==> src/rtl/execute_stage.sv <==
// EX stage of the 5-stage MIPS pipeline: operand forwarding, ALU, branch
// target, destination select, and the EX/MEM pipeline register.
module execute_stage #(
  parameter int len         = 32,
  parameter int NB          = $clog2(len),
  parameter int len_mem_bus = 9,
  parameter int len_wb_bus  = 2
) (
  input  logic                   clk,
  input  logic                   reset,
  input  logic                   enable,
  input  logic                   flush,
  input  logic [len-1:0]         in_pc_plus4,
  input  logic [len-1:0]         in_data_a,
  input  logic [len-1:0]         in_data_b,
  input  logic [len-1:0]         in_imm,
  input  logic [4:0]             in_shamt,
  input  logic [NB-1:0]          in_rs,
  input  logic [NB-1:0]          in_rt,
  input  logic [NB-1:0]          in_rd,
  input  logic [3:0]             in_alu_ctrl,
  input  logic                   in_alu_src,
  input  logic                   in_reg_dst,
  input  logic [len_mem_bus-1:0] in_memory_bus,
  input  logic [len_wb_bus-1:0]  in_writeBack_bus,
  input  logic                   in_halt_flag,
  input  logic [len-1:0]         fwd_exmem_data,
  input  logic [NB-1:0]          fwd_exmem_reg,
  input  logic                   fwd_exmem_regwrite,
  input  logic [len-1:0]         fwd_memwb_data,
  input  logic [NB-1:0]          fwd_memwb_reg,
  input  logic                   fwd_memwb_regwrite,
  output logic [len-1:0]         out_alu_result,
  output logic [len-1:0]         out_write_data,
  output logic [len_mem_bus-1:0] out_memory_bus,
  output logic [len_wb_bus-1:0]  out_writeBack_bus,
  output logic [NB-1:0]          out_write_reg,
  output logic                   zero_flag,
  output logic [len-1:0]         out_pc_branch,
  output logic                   out_halt_flag
);

  logic [len-1:0] fwd_a;
  logic [len-1:0] fwd_b;
  logic [len-1:0] op_b;
  logic [len-1:0] alu_result;
  logic [len-1:0] pc_branch;
  logic [NB-1:0]  write_reg;

  // Forwarding muxes: EX/MEM beats MEM/WB; register 0 is never forwarded.
  always_comb begin
    fwd_a = in_data_a;
    if (fwd_exmem_regwrite && (fwd_exmem_reg != '0) && (fwd_exmem_reg == in_rs)) begin
      fwd_a = fwd_exmem_data;
    end else if (fwd_memwb_regwrite && (fwd_memwb_reg != '0) && (fwd_memwb_reg == in_rs)) begin
      fwd_a = fwd_memwb_data;
    end

    fwd_b = in_data_b;
    if (fwd_exmem_regwrite && (fwd_exmem_reg != '0) && (fwd_exmem_reg == in_rt)) begin
      fwd_b = fwd_exmem_data;
    end else if (fwd_memwb_regwrite && (fwd_memwb_reg != '0) && (fwd_memwb_reg == in_rt)) begin
      fwd_b = fwd_memwb_data;
    end
  end

  assign op_b = in_alu_src ? in_imm : fwd_b;

  // ALU; variable shifts use only the low five bits of operand A.
  always_comb begin
    alu_result = '0;
    unique case (in_alu_ctrl)
      4'd0:  alu_result = op_b << in_shamt;
      4'd1:  alu_result = op_b >> in_shamt;
      4'd2:  alu_result = $signed(op_b) >>> in_shamt;
      4'd3:  alu_result = op_b << fwd_a[4:0];
      4'd4:  alu_result = op_b >> fwd_a[4:0];
      4'd5:  alu_result = $signed(op_b) >>> fwd_a[4:0];
      4'd6:  alu_result = fwd_a + op_b;
      4'd7:  alu_result = fwd_a - op_b;
      4'd8:  alu_result = fwd_a & op_b;
      4'd9:  alu_result = fwd_a | op_b;
      4'd10: alu_result = fwd_a ^ op_b;
      4'd11: alu_result = ~(fwd_a | op_b);
      4'd12: alu_result = {{(len-1){1'b0}}, ($signed(fwd_a) < $signed(op_b))};
      4'd13: alu_result = in_imm << 16;
      4'd14: alu_result = {{(len-1){1'b0}}, (fwd_a < op_b)};
      4'd15: alu_result = fwd_a;
    endcase
  end

  assign pc_branch = in_pc_plus4 + (in_imm << 2);
  assign write_reg = in_reg_dst ? in_rd : in_rt;

  // EX/MEM register: flush bubbles even while stalled, otherwise load on enable.
  always_ff @(posedge clk or negedge reset) begin
    if (!reset) begin
      out_alu_result    <= '0;
      out_write_data    <= '0;
      out_memory_bus    <= '0;
      out_writeBack_bus <= '0;
      out_write_reg     <= '0;
      zero_flag         <= 1'b0;
      out_pc_branch     <= '0;
      out_halt_flag     <= 1'b0;
    end else if (flush) begin
      out_alu_result    <= '0;
      out_write_data    <= '0;
      out_memory_bus    <= '0;
      out_writeBack_bus <= '0;
      out_write_reg     <= '0;
      zero_flag         <= 1'b0;
      out_pc_branch     <= '0;
      out_halt_flag     <= 1'b0;
    end else if (enable) begin
      out_alu_result    <= alu_result;
      out_write_data    <= fwd_b;
      out_memory_bus    <= in_memory_bus;
      out_writeBack_bus <= in_writeBack_bus;
      out_write_reg     <= write_reg;
      zero_flag         <= (alu_result == '0);
      out_pc_branch     <= pc_branch;
      out_halt_flag     <= in_halt_flag;
    end
  end

endmodule

==> config.mk <==
export PLATFORM = sky130hd
export DESIGN_NAME = execute_stage
export DESIGN_NICKNAME = d
export VERILOG_FILES = /design/src/rtl/execute_stage.sv
export SDC_FILE = /design/constraint.sdc
export NUM_CORES = 1
export LEC_CHECK = 0
export BUFFER_PORTS_ARGS = -buffer_cell sky130_fd_sc_hd__clkbuf_2
export CORE_MARGIN = 2
export CORE_UTILIZATION = 36
export CTS_BUF_LIST = sky130_fd_sc_hd__clkbuf_16
export CTS_CLUSTER_DIAMETER = 150
export CTS_CLUSTER_SIZE = 40
export DETAILED_ROUTE_END_ITERATION = 10
export PLACE_DENSITY_LB_ADDON = 0.1
export SYNTH_ARGS = -nofsm -noshare
export SYNTH_HDL_FRONTEND = slang
export SYNTH_SLANG_ARGS = --single-unit
==> constraint.sdc <==
create_clock -name clk -period 2.3 [get_ports clk]
set_input_delay 0.69 -clock clk [delete_from_list [all_inputs] [get_ports clk]]
set_output_delay 0.69 -clock clk [all_outputs]
set_load 0.05 [all_outputs]
==> reports/metrics.cfg, run 1 <==
[run_status]
status=complete, but fails checks
violations=negative setup slack

[synth]
synth-main-ff-cell=dfrtp_1
syn_nets=3032
synth.distinct_cells=105
synth_edf_count=0
netlist_instances=2641
yosys.area.top_type_share=0.1449
ys.warnings.count=0
ys_seq_area_frac=0.1449
synth_top_cells_by_area=dfrtp_1 (14%), mux2i_1 (14%), ha_1 (9.0%)
synth-seq-cells=114
synthArstFlopShare=1.000
synth_top_cell_by_area=dfrtp_1
syn_area_um2=19690
synth_area_per_cell_um2=7.456

[die]
die_h_um=237.9
row_count=85
start_util=0.3652
dieArea_um2=56580
ioPinCount=360
core_area_um2=53920
fp.dieW_um=237.9

[timing]
fin_skew_ps=0
hold_viol=0
period_needed_ps=6185
setup_violations=80
slew_viol_final=0
fmax_ghz=0.1617
setup_ws_ps=-3885
worst_slew_pin_slew_ps=912.2
whs_ps=168.2
period_share=2.689
relSlewSlack=0.3919
rsz0062_at_grt=true

[placement]
dp_hpwl_um=110500
place.gp.congestion=1.168
dp_slack_ps=-4604
io_buffers=359

[global_routing]
grt_use_total=0.4710
gr-total-overflow=0
grt_max_degree=114
grt_pass1_wl_um=197300
grt_pass1_vias=29556
antenna_found_initial=7

[clock_tree]
cts_root_buffer=clkbuf_16
cts_hold_buf=0
insertion_delay_ps=430
cts_buffers=17
cts_tree=done
ctsLongestPathBuffers=2
clock-sinks=114
path_clk_slew_ps=60
htreeDepth=4

[cells_and_area]
fin_nets=4485
layout.cells.most_common=buf_4
drive_gt1_frac=0.5363
syn_to_final_growth_pct=85.14
most-common-layout-cells=buf_4 (1077), clkbuf_2 (342), nor2_1 (251)
top_regs=out_alu_result x32, out_pc_branch x32, out_write_data x32

[setup_path]
required_ps=2670
arrival_ps=6560
worst-path-max-fanout=4
r2r-start=out_write_data[3]
worstSetupStartpoint=in_rt[1]
endpoint_kind=flip-flop
r2r_slack_ps=1380
cp_slowest_stage_delay_ps=390
crit_path_top_delay_cell=fa_2
path_delay_family=compound AO/OA/AOI/OAI gates
cp_num_cells=30
r2r_end=out_write_data[3]
worstSetupPathType=input port to flip-flop
path_buf_inv=9
cp_common_cell=buf_4
rr_worst_depth=2
setup.worst_path.start_class=input port

[drt]
vias_per_cell=6.368
vias=30609
firstDrtPassIters=6
drc=0
antenna_left=0
first_iter_violations=3761
routedWlPerCell_um=29.95
routed_wirelength_um=144000

[power_and_ir_drop]
p_per_area_nw_per_um2=484.8
ir_drop_mv=0.4378
p_leak_nw=17.03

[flow_run]
drv_cap=0

[hold_path]
hold_path_class=input port to async pin

==> layout make-up <==
class,count,area (um2)
antenna,5,12.51
fill,4266,17460
tap,696,870.8
clock inverter,14,178.9
inverter,113,441.7
sequential,114,2853
timing repair buffer,1619,12580
clock buffer,17,425.4
multi-input combinational,2229,19100
==> logic make-up after synthesis <==
family          after synthesis  synth area share
flops                       114            0.1449
simple gates                820            0.1905
mux                         307            0.1670
fa+ha+maj                   145           0.09328
xor+xnor                     82           0.03647
buf+inv                     298           0.06443
compound gates              875            0.3035
==> what timing repair did <==
item / CTS / global route
setup buffers: 98 / 114
resized for setup: 433 / 388
gates cloned: 3 / 2
pin swaps: 136 / 206
setup endpoints to repair: 78 / 82
==> synthesized netlist by cell type (all sizes together), types with 18 or more instances <==
| library cell | count |
|---|---|
| nand3 | 87 |
| clkbuf | 119 |
| nor3 | 108 |
| inv | 109 |
| nor2 | 290 |
| nor4 | 21 |
| dfrtp | 114 |
| a211oi | 75 |
| o22ai | 20 |
| o221ai | 18 |
| o21ai | 171 |
| mux2i | 284 |
| o211ai | 31 |
| a311oi | 24 |
| nand2b | 18 |
| a31oi | 64 |
| xnor2 | 65 |
| ha | 142 |
| buf | 66 |
| a21o | 36 |
| a21oi | 184 |
| o31ai | 19 |
| nand2 | 201 |
| a221oi | 41 |
| a22oi | 42 |
==> routing by layer <==
metal | vias up | wire, um | track usage
met5 | - | 23 | 0
met4 | 4 | 13700 | 0.3173
met3 | 772 | 17930 | 0.1343
met2 | 2358 | 59800 | 0.7200
met1 | 14626 | 52520 | 0.5749
li1 | 12849 | - | -
==> per-stage QoR <==
stage	utilization	area, um2	instances	power [mW]	setup TNS, ps
2_1_floorplan	-	20200	2641	6.919	-105260
3_3_place_gp	0.5691	30680	4614	12.06	-171400
3_5_place_dp	0.5691	30680	4614	12.17	-173840
4_1_cts	0.6316	34060	4731	16.18	-116290
5_1_grt	0.6760	36450	4805	18.11	-131820
6_report	0.6761	36460	4807	17.67	-126600
==> how the worst max path moves through the flow <==
| stage | endpoint |
|---|---|
| after global placement | zero_flag |
| final | zero_flag |
| after CTS | zero_flag |
| after global routing | zero_flag |
| after floorplan | zero_flag |
| after detailed placement | zero_flag |
==> report_power, final <==
part           total (mW)  internal, mW  switching (mW)
clock                2.91          1.71            1.20
sequential           2.29          2.17           0.116
combinational        12.5          5.49            6.98
total                17.7          9.38            8.29
No activity file was read; power rests on OpenSTA's default activity.
==> inputs of run 2 (changes only) <==
SKIP_CTS_REPAIR_TIMING = 1   (was default)
==> run 2 against run 1 <==
Effect of this change: the run still ends with negative setup slack left; sequential share of layout area rose by 0.38 points; register-to-register slack improved by 30 ps; critical path depth fell by 3; clock-buffer cell count did not move; worst hold slack barely moved; routed wire length fell by 4.6%; combinational power fell by 6%; design area fell by 4.7%; non-clock buffer count fell by 57; sequential power barely moved; via count fell by 3.1%; critical path type unchanged; highest routed layer unchanged.
==> reports/metrics.cfg, run 2 (same netlist as run 1, synthesis figures left out) <==
[drt]
antenna_left=0  ; unchanged
vias=29672  ; -3.1%
routedWlPerCell_um=28.91  ; -3.5%
firstDrtPassIters=6  ; unchanged
wl_met2_um=57730  ; -3.5%
drt-met1-wl_um=51130  ; -2.7%
topRoutingLayerUsed=met5
first_iter_violations=3360  ; -11%
routed_wirelength_um=137400  ; -4.6%
wl_met3_um=16420  ; -8.4%
vias_per_cell=6.245  ; -1.9%
drc=0  ; unchanged

[timing]
rsz0062_at_grt=true
worst_slew_pin_slew_ps=915.6  ; +3.356 ps
relSlewSlack=0.3874  ; -0.004492
setup_ws_ps=-3954  ; -69.10 ps
slew_viol_final=0  ; unchanged
period_needed_ps=6254  ; +69.10 ps
hold_viol=0  ; unchanged
period_share=2.719  ; +0.03004
fmax_ghz=0.1599  ; -1.1%
whs_ps=168.6  ; +0.3320 ps
fin_skew_ps=0  ; unchanged
fin_setup_tns_ps=-127110  ; -513.0 ps
setup_violations=77  ; -3.8%

[global_routing]
grt_use_total=0.4519  ; -0.01905
antenna_found_initial=9  ; +2
gr-total-overflow=0  ; unchanged
grt_max_degree=114  ; unchanged
grt_pass1_vias=28337  ; -4.1%
grt_pass1_wl_um=188900  ; -4.3%

[setup_path]
required_ps=2670  ; about the same
r2r_slack_ps=1410  ; +30 ps
endpoint_kind=flip-flop
worstSetupPathType=input port to flip-flop
setup.worst_path.start_class=input port
arrival_ps=6630  ; +70 ps
worst-path-max-fanout=6  ; +2

[placement]
dpl_cell_area_um2=30680  ; unchanged
place_inst=4614  ; unchanged
io_buffers=359  ; unchanged
place.gp.congestion=1.168  ; unchanged
dp_slack_ps=-4604  ; unchanged
dp_hpwl_um=110500  ; unchanged

[cells_and_area]
fillers=4569  ; +7.1%
most-common-layout-cells=buf_4 (1087), clkbuf_2 (345), nor2_1 (258)
fin_nets=4428  ; -1.3%
final_cell_area_um2=34750  ; -4.7%
top_regs=out_alu_result x32, out_pc_branch x32, out_write_data x32
layout.cells.most_common=buf_4
utilization=0.6445  ; -0.03165
syn_to_final_growth_pct=76.47
instances_no_fill=4751  ; -1.2%
drive_gt1_frac=0.5051  ; -0.03123

[clock_tree]
insertion_delay_ps=430  ; about the same
clock-sinks=114  ; unchanged
cts_root_buffer=clkbuf_16
htreeDepth=4  ; unchanged
cts_buffers=17  ; unchanged
path_clk_slew_ps=60  ; about the same
ctsLongestPathBuffers=2  ; unchanged
cts_tree=done

[power_and_ir_drop]
swShare=0.4672  ; -0.002099
power.switching_mw=7.913  ; -4.6%
p_leak_nw=16.50  ; -3.1%
pwr-share-comb=0.694  ; -0.012
ir_drop_mv=0.4452  ; +1.7%
p_int_mw=9.025  ; -3.8%
clockPowerShare=0.171  ; +0.006
seqPwrFrac=0.135  ; +0.006
p_per_area_nw_per_um2=487.4  ; +0.55%
total_power_mw=16.94  ; -4.2%

[die]
core_area_um2=53920  ; unchanged
row_count=85  ; unchanged
fp.dieW_um=237.9  ; unchanged
ioPinCount=360  ; unchanged
dieArea_um2=56580  ; unchanged
start_util=0.3652  ; unchanged
die_h_um=237.9  ; unchanged

[run_status]
violations=negative setup slack
status=complete, but fails checks

[hold_path]
hold_path_class=input port to async pin

[flow_run]
drv_cap=0  ; unchanged

## run 2: cell count changes in the layout (fill, tap and decap cells not counted), moves of 8 or more
cell     previous run  this run
buf_12             45        37
inv_1              87        95
a21oi_2            47        36
a21oi_1           125       141
nand3_1            63        78
ha_1              104       116
buf_4            1077      1087
buf_6             127        76
buf_8              19        11
nand3_2            18         8
ha_4               28        19
o21ai_4            25        16
## run 2: metal layers
metal / vias to the layer above / global-route usage
met2: 2087 / 0.6853
met5: - / 0
met3: 589 / 0.1307
met1: 14256 / 0.5594
li1: 12732 / -
met4: 8 / 0.2927
## run 2: layout make-up
class	count	area, um2	share of cell area
antenna	6	15.01	0.0004321
clock buffer	17	425.4	0.01224
clock inverter	14	178.9	0.005149
inverter	113	432.9	0.01246
multi-input combinational	2229	18230	0.5247
sequential	114	2853	0.08209
tap	696	870.8	0.02506
timing repair buffer	1562	11740	0.3379
## run 2: final timing paths
check	from	to	cells past startpoint
hold reg to reg	out_write_data[1]	out_write_data[1]	2
hold / removal	reset	out_pc_branch[6]	1
max in group asynchronous	reset	out_alu_result[17]	2
min in group clk	in_memory_bus[4]	out_memory_bus[4]	3
setup / recovery	fwd_exmem_reg[4]	zero_flag	27
setup reg to reg	out_pc_branch[31]	out_pc_branch[31]	2
## run 2: power by group through the flow
stage	combinational (mW)	clock (mW)	sequential (mW)
2_1_floorplan	4.03	0	2.89
3_3_place_gp	9.75	0	2.31
3_5_place_dp	9.85	0	2.31
4_1_cts	9.91	2.89	2.28
5_1_grt	12.2	2.96	2.30
6_report	11.8	2.90	2.29
## run 2: worst max-delay path: stages
cell and delay [ps]:
buf_6 90, or4_4 550, o211ai_4 200, or2_4 240, a31oi_4 120, mux2i_4 310
inv_2 110, ha_4 180, fa_2 380, a211o_1 370, a2111oi_4 350, buf_4 180
nor2_2 30, a21o_1 180, a221o_1 310, a222oi_1 280, buf_4 200, o211ai_1 90
nor4_1 190, buf_4 180, o211ai_1 120, a2111oi_1 370, o2111ai_1 220, nor4_1 340
buf_4 200, nand2_1 50, nand2_1 80
